File: config.mk
export PLATFORM = sky130hd
export DESIGN_NAME = branch_resolve
export DESIGN_NICKNAME = d
export VERILOG_FILES = /design/src/rtl/branch_resolve.sv
export SDC_FILE = /design/constraint.sdc
export NUM_CORES = 1
export LEC_CHECK = 0
export ABC_AREA = 1
export CORE_MARGIN = 1.5
export CORE_UTILIZATION = 35
export DETAILED_ROUTE_END_ITERATION = 8
export MAX_ROUTING_LAYER = met4
export SETUP_SLACK_MARGIN = 0.2
export SLEW_MARGIN = 15
export SYNTH_ARGS = -nofsm -noshare
export SYNTH_HDL_FRONTEND = slang
export SYNTH_SLANG_ARGS = --single-unit
File: constraint.sdc
create_clock -name clk -period 4.9 [get_ports clk]
set_clock_uncertainty 0.05 [all_clocks]
set_input_delay 0.98 -clock clk [delete_from_list [all_inputs] [get_ports clk]]
set_output_delay 0.98 -clock clk [all_outputs]
set_load 0.01 [all_outputs]
File: src/rtl/branch_resolve.sv
// -----------------------------------------------------------------------------
// branch_resolve
//
// Execute-stage branch resolution. Takes the comparator's {G, equal, S}
// result plus the branch's funct3, PC, offset and fetch prediction, and
// produces a registered decision: taken, target, redirect PC, mispredict,
// misalignment and illegal-encoding flags. It also steers the comparator's
// signed/unsigned select from funct3, and keeps saturating counts of legal
// branches and of legal mispredicted branches.
//
// Ports
//   clk, rst            clock, synchronous active-high reset
//   flush               kill the held result and any input offered this cycle
//   in_valid/in_ready   upstream handshake
//   funct3, ges, pc,
//   imm, pred_taken     branch descriptor
//   cmp_sign            comparator signed-select (combinational)
//   out_valid/out_ready downstream handshake
//   out_taken, out_target, out_redirect_pc, out_mispredict,
//   out_misalign, out_illegal   registered result fields
//   branch_cnt, mispred_cnt     saturating performance counters
// -----------------------------------------------------------------------------
module branch_resolve #(
    parameter int XLEN  = 32,
    parameter int CNT_W = 16
) (
    input  logic             clk,
    input  logic             rst,
    input  logic             flush,

    input  logic             in_valid,
    output logic             in_ready,
    input  logic [2:0]       funct3,
    input  logic [2:0]       ges,
    input  logic [XLEN-1:0]  pc,
    input  logic [XLEN-1:0]  imm,
    input  logic             pred_taken,

    output logic             cmp_sign,

    output logic             out_valid,
    input  logic             out_ready,
    output logic             out_taken,
    output logic [XLEN-1:0]  out_target,
    output logic [XLEN-1:0]  out_redirect_pc,
    output logic             out_mispredict,
    output logic             out_misalign,
    output logic             out_illegal,

    output logic [CNT_W-1:0] branch_cnt,
    output logic [CNT_W-1:0] mispred_cnt
);

    // RV32I branch funct3 encodings
    localparam logic [2:0] F3_BEQ  = 3'b000;
    localparam logic [2:0] F3_BNE  = 3'b001;
    localparam logic [2:0] F3_BLT  = 3'b100;
    localparam logic [2:0] F3_BGE  = 3'b101;
    localparam logic [2:0] F3_BLTU = 3'b110;
    localparam logic [2:0] F3_BGEU = 3'b111;

    localparam int NUM_CNT = 2;

    // Comparator result fields. G is not needed: every branch condition is
    // expressible with equal and S alone.
    logic ges_equal;
    logic ges_less;
    logic unused_ges_greater;

    assign unused_ges_greater = ges[2];
    assign ges_equal          = ges[1];
    assign ges_less           = ges[0];

    // Bit 1 of funct3 separates the unsigned compares (11x) from the signed
    // ones (10x). BEQ/BNE don't care but get the same formula.
    assign cmp_sign = ~funct3[1];

    // -------------------------------------------------------------------------
    // Result computation for the branch currently offered
    // -------------------------------------------------------------------------
    logic            taken_next;
    logic            illegal_next;
    logic [XLEN-1:0] target_next;
    logic [XLEN-1:0] seq_pc_next;
    logic [XLEN-1:0] redirect_next;
    logic            mispredict_next;
    logic            misalign_next;

    always_comb begin
        taken_next   = 1'b0;
        illegal_next = 1'b0;
        case (funct3)
            F3_BEQ:           taken_next = ges_equal;
            F3_BNE:           taken_next = ~ges_equal;
            F3_BLT, F3_BLTU:  taken_next = ges_less;
            F3_BGE, F3_BGEU:  taken_next = ~ges_less;
            default:          illegal_next = 1'b1;  // 010 / 011
        endcase
    end

    // Both adds wrap modulo 2^XLEN; the carry out is intentionally dropped.
    assign target_next     = pc + imm;
    assign seq_pc_next     = pc + XLEN'(4);
    assign redirect_next   = taken_next ? target_next : seq_pc_next;
    // Illegal branches resolve not-taken, so a taken prediction still counts
    // as a mispredict on the output flag.
    assign mispredict_next = taken_next ^ pred_taken;
    assign misalign_next   = taken_next & (target_next[1:0] != 2'b00);

    // -------------------------------------------------------------------------
    // Handshake
    // -------------------------------------------------------------------------
    logic out_valid_reg;
    logic out_valid_next;
    logic accept;

    assign in_ready = ~rst & (~out_valid_reg | out_ready);
    assign accept   = in_valid & in_ready & ~flush;

    always_comb begin
        out_valid_next = out_valid_reg;
        if (flush) begin
            out_valid_next = 1'b0;
        end else if (accept) begin
            out_valid_next = 1'b1;
        end else if (out_ready) begin
            out_valid_next = 1'b0;
        end
    end

    always_ff @(posedge clk) begin
        if (rst) begin
            out_valid_reg <= 1'b0;
        end else begin
            out_valid_reg <= out_valid_next;
        end
    end

    // -------------------------------------------------------------------------
    // Result register: loads only on accept, otherwise holds, which keeps the
    // fields stable while the consumer stalls.
    // -------------------------------------------------------------------------
    logic            taken_reg;
    logic [XLEN-1:0] target_reg;
    logic [XLEN-1:0] redirect_reg;
    logic            mispredict_reg;
    logic            misalign_reg;
    logic            illegal_reg;

    always_ff @(posedge clk) begin
        if (rst) begin
            taken_reg      <= 1'b0;
            target_reg     <= '0;
            redirect_reg   <= '0;
            mispredict_reg <= 1'b0;
            misalign_reg   <= 1'b0;
            illegal_reg    <= 1'b0;
        end else if (accept) begin
            taken_reg      <= taken_next;
            target_reg     <= target_next;
            redirect_reg   <= redirect_next;
            mispredict_reg <= mispredict_next;
            misalign_reg   <= misalign_next;
            illegal_reg    <= illegal_next;
        end
    end

    assign out_valid       = out_valid_reg;
    assign out_taken       = taken_reg;
    assign out_target      = target_reg;
    assign out_redirect_pc = redirect_reg;
    assign out_mispredict  = mispredict_reg;
    assign out_misalign    = misalign_reg;
    assign out_illegal     = illegal_reg;

    // -------------------------------------------------------------------------
    // Performance counters. Slot 0 counts accepted legal branches, slot 1
    // counts the mispredicted subset. Each sticks at all-ones.
    // -------------------------------------------------------------------------
    logic [NUM_CNT-1:0]            cnt_inc;
    logic [NUM_CNT-1:0][CNT_W-1:0] cnt_val;

    assign cnt_inc[0] = accept & ~illegal_next;
    assign cnt_inc[1] = accept & ~illegal_next & mispredict_next;

    genvar gi;
    generate
        for (gi = 0; gi < NUM_CNT; gi++) begin : g_cnt
            logic [CNT_W-1:0] cnt_reg;
            logic [CNT_W-1:0] cnt_next;

            always_comb begin
                cnt_next = cnt_reg;
                if (cnt_inc[gi] && (cnt_reg != {CNT_W{1'b1}})) begin
                    cnt_next = cnt_reg + CNT_W'(1);
                end
            end

            always_ff @(posedge clk) begin
                if (rst) begin
                    cnt_reg <= '0;
                end else begin
                    cnt_reg <= cnt_next;
                end
            end

            assign cnt_val[gi] = cnt_reg;
        end
    endgenerate

    assign branch_cnt  = cnt_val[0];
    assign mispred_cnt = cnt_val[1];

endmodule

==> After elaboration in Yosys (flattened, before gate mapping) <==
Index checks and enable logic that the tools add are counted.
W data, S select, Z words.
{ "word_totals": {"register_bits": 101, "latchBits": 0, "ram_bits": 0, "rom_bits": 0, "in_bits": 76, "output_inout_bits": 103, "wordCells": 48, "n_memories": 0} }
{ "op_classes": {"addsub": 4, "mul": 0, "div_mod_pow": 0, "n_lt_le_gt_ge": 0, "n_eq_ne": 7, "shifts": 0, "mux": 5, "bitwise": 14, "n_reduce_logical": 9} }
{ "ops": {"columns": ["op", "count"], "rows": [
  ["$add A16 B1 Y16 const B", 2],
  ["$add A32 B3 Y32 const B", 1],
  ["$add A32 B32 Y32", 1],
  ["$mux W32", 1],
  ["$ne A16 B16 Y1 const B", 2],
  ["$eq A3 B3 Y1 const B", 4],
  ["$and A1 B1 Y1", 6],
  ["$not A1 Y1", 6],
  ["$reduce_or A2 Y1", 3],
  ["$reduce_or A6 Y1", 1],
  ["$pmux W1 S4", 1],
  ["$reduce_bool A2 Y1", 2],
  ["$eq A3 B1 Y1 const B", 1],
  ["$logic_not A3 Y1", 1],
  ["$mux W1", 3],
  ["$logic_and A1 B1 Y1", 2],
  ["$or A1 B1 Y1", 1],
  ["$xor A1 B1 Y1", 1]
]} }

==> Longest topological paths before layout <==
{ "depth": {"word_depth": 8, "ltp_mapped": 15, "depth_no_buf": 15} }

==> Worst setup path after synthesis <==
OpenSTA, ideal clock, no wires.
{ "synth_timing": {"kind": "input port to output port", "startpoint": "in rst", "endpoint": "out in_ready", "t_arrival_ns": 1.645, "required_time_ns": 3.870, "setup_slack_ns": 2.225, "path_stages": 3, "n_path_buf": 2, "path_cell_list": "clkbuf_1 > buf_1 > nor2_1"} }
{ "synth_via": {"elab_chain_cells": 2} }
{ "synth_rtl": {"columns": ["element", "line", "text"], "rows": [
  ["from (decl)", "28", "input logic rst,"],
  ["$not A1 Y1", "117", "assign in_ready = ~rst & (~out_valid_reg | out_ready);"],
  ["$and A1 B1 Y1", "117", null],
  ["to (decl)", "32", "output logic in_ready,"]
]} }
Every way passes these cells.

==> Worst setup path after layout <==
{ "layout_timing": {"startpoint": "in pc[0]", "endpoint": "reg redirect_reg[28] (netlist: out_redirect_pc[28])"} }
{ "layout_via": {"elab_chain_cells": 2, "word_cells_on_any_way": 3, "cone_classes": "add/sub: 2; mux: 1"} }
{ "layout_rtl": {"columns": ["element", "line", "text"], "rows": [
  ["from (decl)", "35", "input logic [XLEN-1:0] pc,"],
  ["$add A32 B3 Y32 / $add A32 B32 Y32 (equally long branches)", "103, 102", null],
  ["$mux W32 *", "104", "assign redirect_next = taken_next ? target_next : seq_pc_next;"],
  ["to (signal assigned)", "161", "redirect_reg <= redirect_next;"],
  ["to (decl)", "145", "logic [XLEN-1:0] redirect_reg;"]
]} }
Every way passes the cells marked *; elsewhere a longest branch is shown, timed or not.
A chain may end at the register's enable or synchronous reset.

==> reports/qor.yml <==
synth.yosys.warnings: 0
clockBufferDepth: 2
setup_viol: 0
post_cts_resize_count: 0
wirelength_mm: 25.6
synth-edff-count: 0
cts.sinks: 101
die_h_um: 147
antenna_found_initial: 0
synth_top_area_share_pct: 27.9
synth_cells: 1154
synth_ff_type: "dfxtp_1"
vias: 8047
grt_pass1_wl_mm: 40.3
cp_top_family: "simple AND/OR/NAND/NOR gates"
critPathRequiredTime_ns: 5.11
detail-route-antenna-nets: 0
ir_worst_vdd_uv: 152
cts_max_level: 3
synth_area_um2: 7260
netlist-cell-type-count: 45
crit_arrival_ns: 3.41
holdWs_ns: 0.420
initial_core_util_pct: 35.8
dieArea_um2: 21600
r2r_slack_ns: 2.52
fin_ws_ns: 1.70
worstPathCellList: "clkdlybuf4s50_1 -> ha_1 -> fa_1 -> nand2_1 -> nand3_1 -> nand2_1 -> o21ai_1 -> nand2_1 -> nand2_1 -> nand3_1 -> nand3_1 -> nand3_1 -> nand3_1 -> inv_1"
worstSetupStartpointType: "primary input"
synth_top_cell_by_area: "dfxtp_1"
ys_ff_latch: 101
synth_commonest_cells: "nand2_1 (310), inv_1 (165), dfxtp_1 (101), nand3_1 (89), nor2_1 (87)"
clock_latency_ns: 0.36
drt_iter0_markers: 558
worstMarginPinSlew_ns: 1.01
syn-num-nets: 1265
hold_path.class: "reg2reg"
wl_per_cell_um: 16.0
outcome: "complete, no violations"
slowest_delay_ns: 0.52
finalNetCount: 1432
cts_setup_buffers: 0
yosysMostFrequentCell: "nand2_1"
slowest_stage: "clkdlybuf4s50_1"
gp_congestion: 1.03
vias_per_cell: 5.04
overflow: 0
cts_hold_buf: 0
antenna_cells: 0
async_reset_ff_share_pct: 0
worstSetupPathType: "in2reg"
fin_crit_sh_pct: 65.4
place_ws_ns: 1.37
rows: 52
fin_util_pct: 47.3
power_density_nw_per_um2: 231
max_freq_mhz: 312
pin_count: 179
drc: 0
path_clk_slew_ns: 0.08
syn_avg_cell_area_um2: 6.29
cts_root_buf: "clkbuf_16"
leakage_uw: 0.00426
yosys-top-cells-area: "dfxtp_1 (28%), nand2_1 (16%), inv_1 (8.5%)"
critical_path.max_fanout: 4
grt_max_degree: 55
cts_buffers: 9
final.setup.tns_ns: 0
slew_headroom_pct: 32.2
crit_top_cell: "nand3_1"
rsz0062_at_grt: "no"
fillers: 2173
finalPower_uw: 2220
synthToLayoutAreaGrowth_pct: 32.2
cts_tree: "built"
final.min_clock_period_ns: 3.20
first_pass_iters: 6
finalMaxSlewViolations: 0
hpwl_mm: 20.3
max_cap_viol_count: 0
grt_usage_pct: 24.5
portBuffers: 177
endpoint_kind: "flip-flop"
hold_viol: 0
die_w_um: 147
crit_buf_inv: 2
ys_seq_area_share_pct: 27.9
drive_gt1_share_pct: 4.30
core_area_um2: 20300
grt_pass1_vias: 7548
-- final cells by class --
class / instances / area, um2 / share of cell area [%]
Tap cell: 270 / 338 / 3.52
Inverter: 175 / 657 / 6.84
Multi-Input combinational cell: 849 / 4450 / 46.3
Clock buffer: 9 / 225 / 2.35
Timing Repair Buffer: 185 / 1830 / 19.0
Clock inverter: 7 / 80.1 / 0.834
Sequential cell: 101 / 2020 / 21.1
-- layer usage --
metal	track usage, %	vias up	share of wire [%]
met5	-	-	0
met2	37.4	252	44
met3	3.04	28	5.1
met1	33.7	3669	49
met4	7.55	0	2.2
li1	-	4098	-
-- cell usage in the layout (no fill, tap or decap), types with 21 or more instances in the layout --
master           count
a21oi_1             83
clkdlybuf4s50_1    176
dfxtp_1            101
ha_1                34
inv_1              165
nand2_1            310
nand3_1             89
nor2_1              87
nor3_1              27
o21ai_0             51
o21bai_1            22
xor2_1              21
-- power breakdown --
group	total, uW	switching, uW	leakage [uW]	internal [uW]
Combinational	590	349	0.00329	240
Clock	758	354	0.000148	404
Sequential	869	18.5	0.000821	851
Total	2220	722	0.00426	1490
-- cells by family after synthesis --
logic type	Yosys count	synth area share, %
flip-flops	101	27.9
buffers and inverters	204	10.9
AO/OA/AOI/OAI	218	17.6
AND/OR/NAND/NOR	565	33.8
adder cells (fa/ha/maj)	35	6.14
XOR/XNOR	31	3.74
-- through the flow --
| stage | cell area, um2 | std cells |
|---|---|---|
| finish | 9600 | 1596 |
| detailed placement | 9290 | 1580 |
| global placement | 9290 | 1580 |
| floorplan | 7260 | 1154 |
| global route | 9600 | 1596 |
| CTS | 9600 | 1596 |
-- tightest hold or removal path: cells and delay by family (launching register included) --
| family | cells | cell delay (ns) |
|---|---|---|
| simple gates | 1 | 0.06 |
| compound gates | 1 | 0.05 |
| flops | 1 | 0.31 |
-- final timing paths --
kind	startpoint	endpoint	cells after the start
worst min-delay path	out_redirect_pc[2]	out_redirect_pc[2]	2
worst max-delay path	pc[0]	out_redirect_pc[28]	14
worst max register to register	out_valid	out_target[23]	9
worst min register to register	out_redirect_pc[2]	out_redirect_pc[2]	2
Note: power is estimated with default switching activity, not from simulation.
==> RTL edit 1, RTL diff (config.mk and constraints unchanged) <==
Set the parameter `CNT_W` to 12 (it was 16).
--- a/src/rtl/branch_resolve.sv
+++ b/src/rtl/branch_resolve.sv
@@ -22,7 +22,7 @@
 // -----------------------------------------------------------------------------
 module branch_resolve #(
     parameter int XLEN  = 32,
-    parameter int CNT_W = 16
+    parameter int CNT_W = 12
 ) (
     input  logic             clk,
     input  logic             rst,
Interface: changed (resized branch_cnt and mispred_cnt); port bits go from 179 to 171. The function was not compared with the original's and may differ.
==> RTL edit 1 against the original RTL <==
- design area fell by 4.1%
- sequential cell count is 8 lower
- power shrank 5.0%
- wire length fell by 6.1%
- non-clock buffer count decreased by 10
- setup slack worse by 0.093 ns
- sequential share of layout area is 0.83 points lower
- critical path depth fell by 10
- area after synthesis is 4.0% lower
- fmax fell by 2.8%
- final cell count decreased by 1.5%
- critical path type is now input port to output port
- highest routed layer unchanged
==> RTL edit 1: results (changes against the original RTL) <==
outcome: "complete, no violations"  # unchanged
wl_met2_um: 10600  # was 11200 um
vias_per_cell: 4.90  # was 5.04
synth.net_count: 1256  # was 1265
grt_util_all_layers_pct: 24.3  # was 24.5%
met3_length_um: 1340  # was 1310 um
synth.distinct_cells: 41  # was 45
grt_max_degree: 63  # was 55
grt_pass1_wl_um: 38000  # was 40300 um
power.leakage_uw: 0.00423  # was 0.00426 uW
core_um2: 19500  # was 20300 um2
critPathMaxFanout: 3  # was 4
arrival_ns: 2.26  # was 3.41 ns
grt_pass1_vias: 7093  # was 7548
yosys-top-cells-count: "nand2_1 (358), inv_1 (171), dfxtp_1 (93)"  # was nand2_1 (310), inv_1 (165), dfxtp_1 (101)
wl_met1_um: 11400  # was 12500 um
globalplace.congestion: 0.943  # was 1.03
netlist_top_cells_area: "dfxtp_1 (27%), nand2_1 (19%), inv_1 (9.2%)"  # was dfxtp_1 (28%), nand2_1 (16%), inv_1 (8.5%)
ys_seq_area_share_pct: 26.7  # was 27.9%
irDropWorstVdd_mv: 0.157  # was 0.152 mV
path_clk_slew_ns: 0.06  # was 0.08 ns
dp_slack_ns: 1.47  # was 1.37 ns
wire_per_inst_um: 15.3  # was 16.0 um
detailed_place_hpwl_um: 18600  # was 20300 um
drive_gt1_share_pct: 3.29  # was 4.30%
first_pass_iters: 5  # was 6
p_int_uw: 1420  # was 1490 uW
port_buffers: 169  # was 177
RTL edit 1: cell type report:
cell class / count / area [um2]
Sequential cell: 93 / 1860
Multi-Input combinational cell: 849 / 4320
Fill cell: 2113 / 10300
Inverter: 175 / 659
Clock inverter: 5 / 61.3
Tap cell: 265 / 332
Clock buffer: 10 / 229
Timing Repair Buffer: 175 / 1730
RTL edit 1: logic make-up (layout without fill, tap and decap cells):
family,Yosys count,in the layout,share of synthesized area (%)
AO/OA/AOI/OAI,207,207,16.7
buffers and inverters,203,365,11.3
XOR/XNOR,34,34,4.27
flip-flops,93,93,26.7
adder cells (fa/ha/maj),35,35,6.39
AND/OR/NAND/NOR,573,573,34.6
RTL edit 1: worst max-delay path, delay by kind of cell:
kind	cells	cell delay, ns
buffers and inverters	2	0.91
and+or+nand+nor	2	0.37
RTL edit 1: worst paths after layout:
path	startpoint	endpoint	slack [ns]	cells after the start
worst min-delay path	out_redirect_pc[3]	out_redirect_pc[3]	0.41	2
worst max-delay path	out_ready	in_ready	1.61	4
worst max register to register	out_valid	out_redirect_pc[13]	2.64	9
worst min register to register	out_redirect_pc[3]	out_redirect_pc[3]	0.41	2
RTL edit 1: per-stage QoR:
stage | power [uW] | std cells | area [um2]
after floorplan | 1160 | 1145 | 6970
after global placement | 1410 | 1557 | 8910
after detailed placement | 1410 | 1557 | 8910
after CTS | 2130 | 1572 | 9200
after global routing | 2230 | 1572 | 9200
final | 2110 | 1572 | 9200
RTL edit 1: power groups by stage:
stage	clock (uW)	combinational (uW)	sequential, uW
3_3_place_gp	0	585	821
6_report	712	591	804
4_1_cts	736	589	804
3_5_place_dp	0	586	821
2_1_floorplan	0	324	833
5_1_grt	762	658	807
RTL edit 1: metal layers:
metal | GRT usage (%) | vias up
met1 | 31.9 | 3455
li1 | - | 3980
met2 | 38.8 | 229
met3 | 2.75 | 35
met5 | - | -
met4 | 8.32 | 0
==> RTL edit 2, RTL diff (same settings) <==
Without the edit above. Register the outputs `branch_cnt` and `mispred_cnt`, with the module's reset; this adds one clock of latency there. The other outputs are not delayed to match.
--- a/src/rtl/branch_resolve.sv
+++ b/src/rtl/branch_resolve.sv
@@ -208,8 +208,15 @@
         end
     endgenerate
 
-    assign branch_cnt  = cnt_val[0];
-    assign mispred_cnt = cnt_val[1];
+    always_ff @(posedge clk) begin
+        if (rst) begin
+            branch_cnt  <= '0;
+            mispred_cnt <= '0;
+        end else begin
+            branch_cnt  <= cnt_val[0];
+            mispred_cnt <= cnt_val[1];
+        end
+    end
 
 endmodule
 
Check against the original RTL: not equivalent (Yosys sat finds a counterexample within 4 cycles, from zero or initial values and one cycle with rst high).
==> RTL edit 2 against the original RTL <==
- non-clock buffer count grew 2
- final cell count grew 8.8%
- design area grew 13%
- combinational power grew 2%
- sequential cell count grew 32
- wire length grew 6.4%
- largest cell class unchanged
- area after synthesis grew 12%
- power grew 37%
- setup slack gained 0.061 ns
- count of clock-buffer cells in the layout grew 8
- sequential power grew 30%
==> RTL edit 2: results (changes against the original RTL) <==
globalplace.congestion: 0.926  # was 1.03
period_minus_slack_ns: 3.14  # was 3.20 ns
dp.cells: 1704  # was 1580
grt_pass1_vias: 7982  # was 7548
synth.net_count: 1349  # was 1265
max_slew_margin_pct: 53.0  # was 32.2%
grt_util_all_layers_pct: 23.6  # was 24.5%
first_pass_iters: 5  # was 6
vias_per_cell: 4.81  # was 5.04
netlist_top_cells_area: "dfxtp_1 (33%), nand2_1 (14%), inv_1 (8.6%)"  # was dfxtp_1 (28%), nand2_1 (16%), inv_1 (8.5%)
wire_per_inst_um: 15.7  # was 16.0 um
fin_cells: 1736  # was 1596
yosys-top-cells-count: "nand2_1 (302), inv_1 (186), dfxtp_1 (133)"  # was nand2_1 (310), inv_1 (165), dfxtp_1 (101)
drt-initial-drc-count: 489  # was 558
cts_made_buffers: 17  # was 9
synth-compound-area-share_pct: 16.1  # was 17.6%
holdPathEnd: "out_redirect_pc[29]"  # was out_redirect_pc[2]
htree_levels: 4  # was 3
power.leakage_uw: 0.00483  # was 0.00426 uW
outcome: "complete, no violations"  # unchanged
fin_nets: 1521  # was 1432
critPathMaxFanout: 3  # was 4
synth_fa_ha_area_share_pct: 5.46  # was 6.14%
irDropWorstVdd_mv: 0.199  # was 0.152 mV
arrival_ns: 2.11  # was 3.41 ns
ys_seq_area_share_pct: 32.7  # was 27.9%
startpoint: "out_ready"  # was pc[0]
place_area_um2: 10200  # was 9290 um2
cp_slowest_stage_delay_ns: 0.54  # was 0.52 ns
synth.distinct_cells: 47  # was 45
-- RTL edit 2: layer usage --
metal | part of all wire [%] | up-vias | global-route usage [%]
met5 | 0 | - | -
met4 | 2.2 | 0 | 6.89
met3 | 5.2 | 33 | 4.86
met2 | 45 | 227 | 36.7
met1 | 48 | 3738 | 30.9
li1 | - | 4347 | -
-- RTL edit 2: power by group --
group,internal (uW),switching (uW),total [uW]
Combinational,242,362,604
Clock,724,575,1300
Sequential,1110,17.3,1130
-- RTL edit 2: layout make-up --
type                            instances  area [um2]  area share [%]
Clock inverter                         15         160            1.48
Timing Repair Buffer                  187        1840            17.0
Multi-Input combinational cell        881        4630            42.7
Tap cell                              313         392            3.62
Clock buffer                           17         425            3.93
Inverter                              190         713            6.59
Sequential cell                       133        2660            24.6
-- RTL edit 2: stage by stage --
stage                     hold WS, ns  util, %
final                           0.414     47.5
after global routing            0.427     47.5
after global placement          0.403     44.9
after floorplan                 0.380        -
after detailed placement        0.409     44.9
after CTS                       0.419     47.5
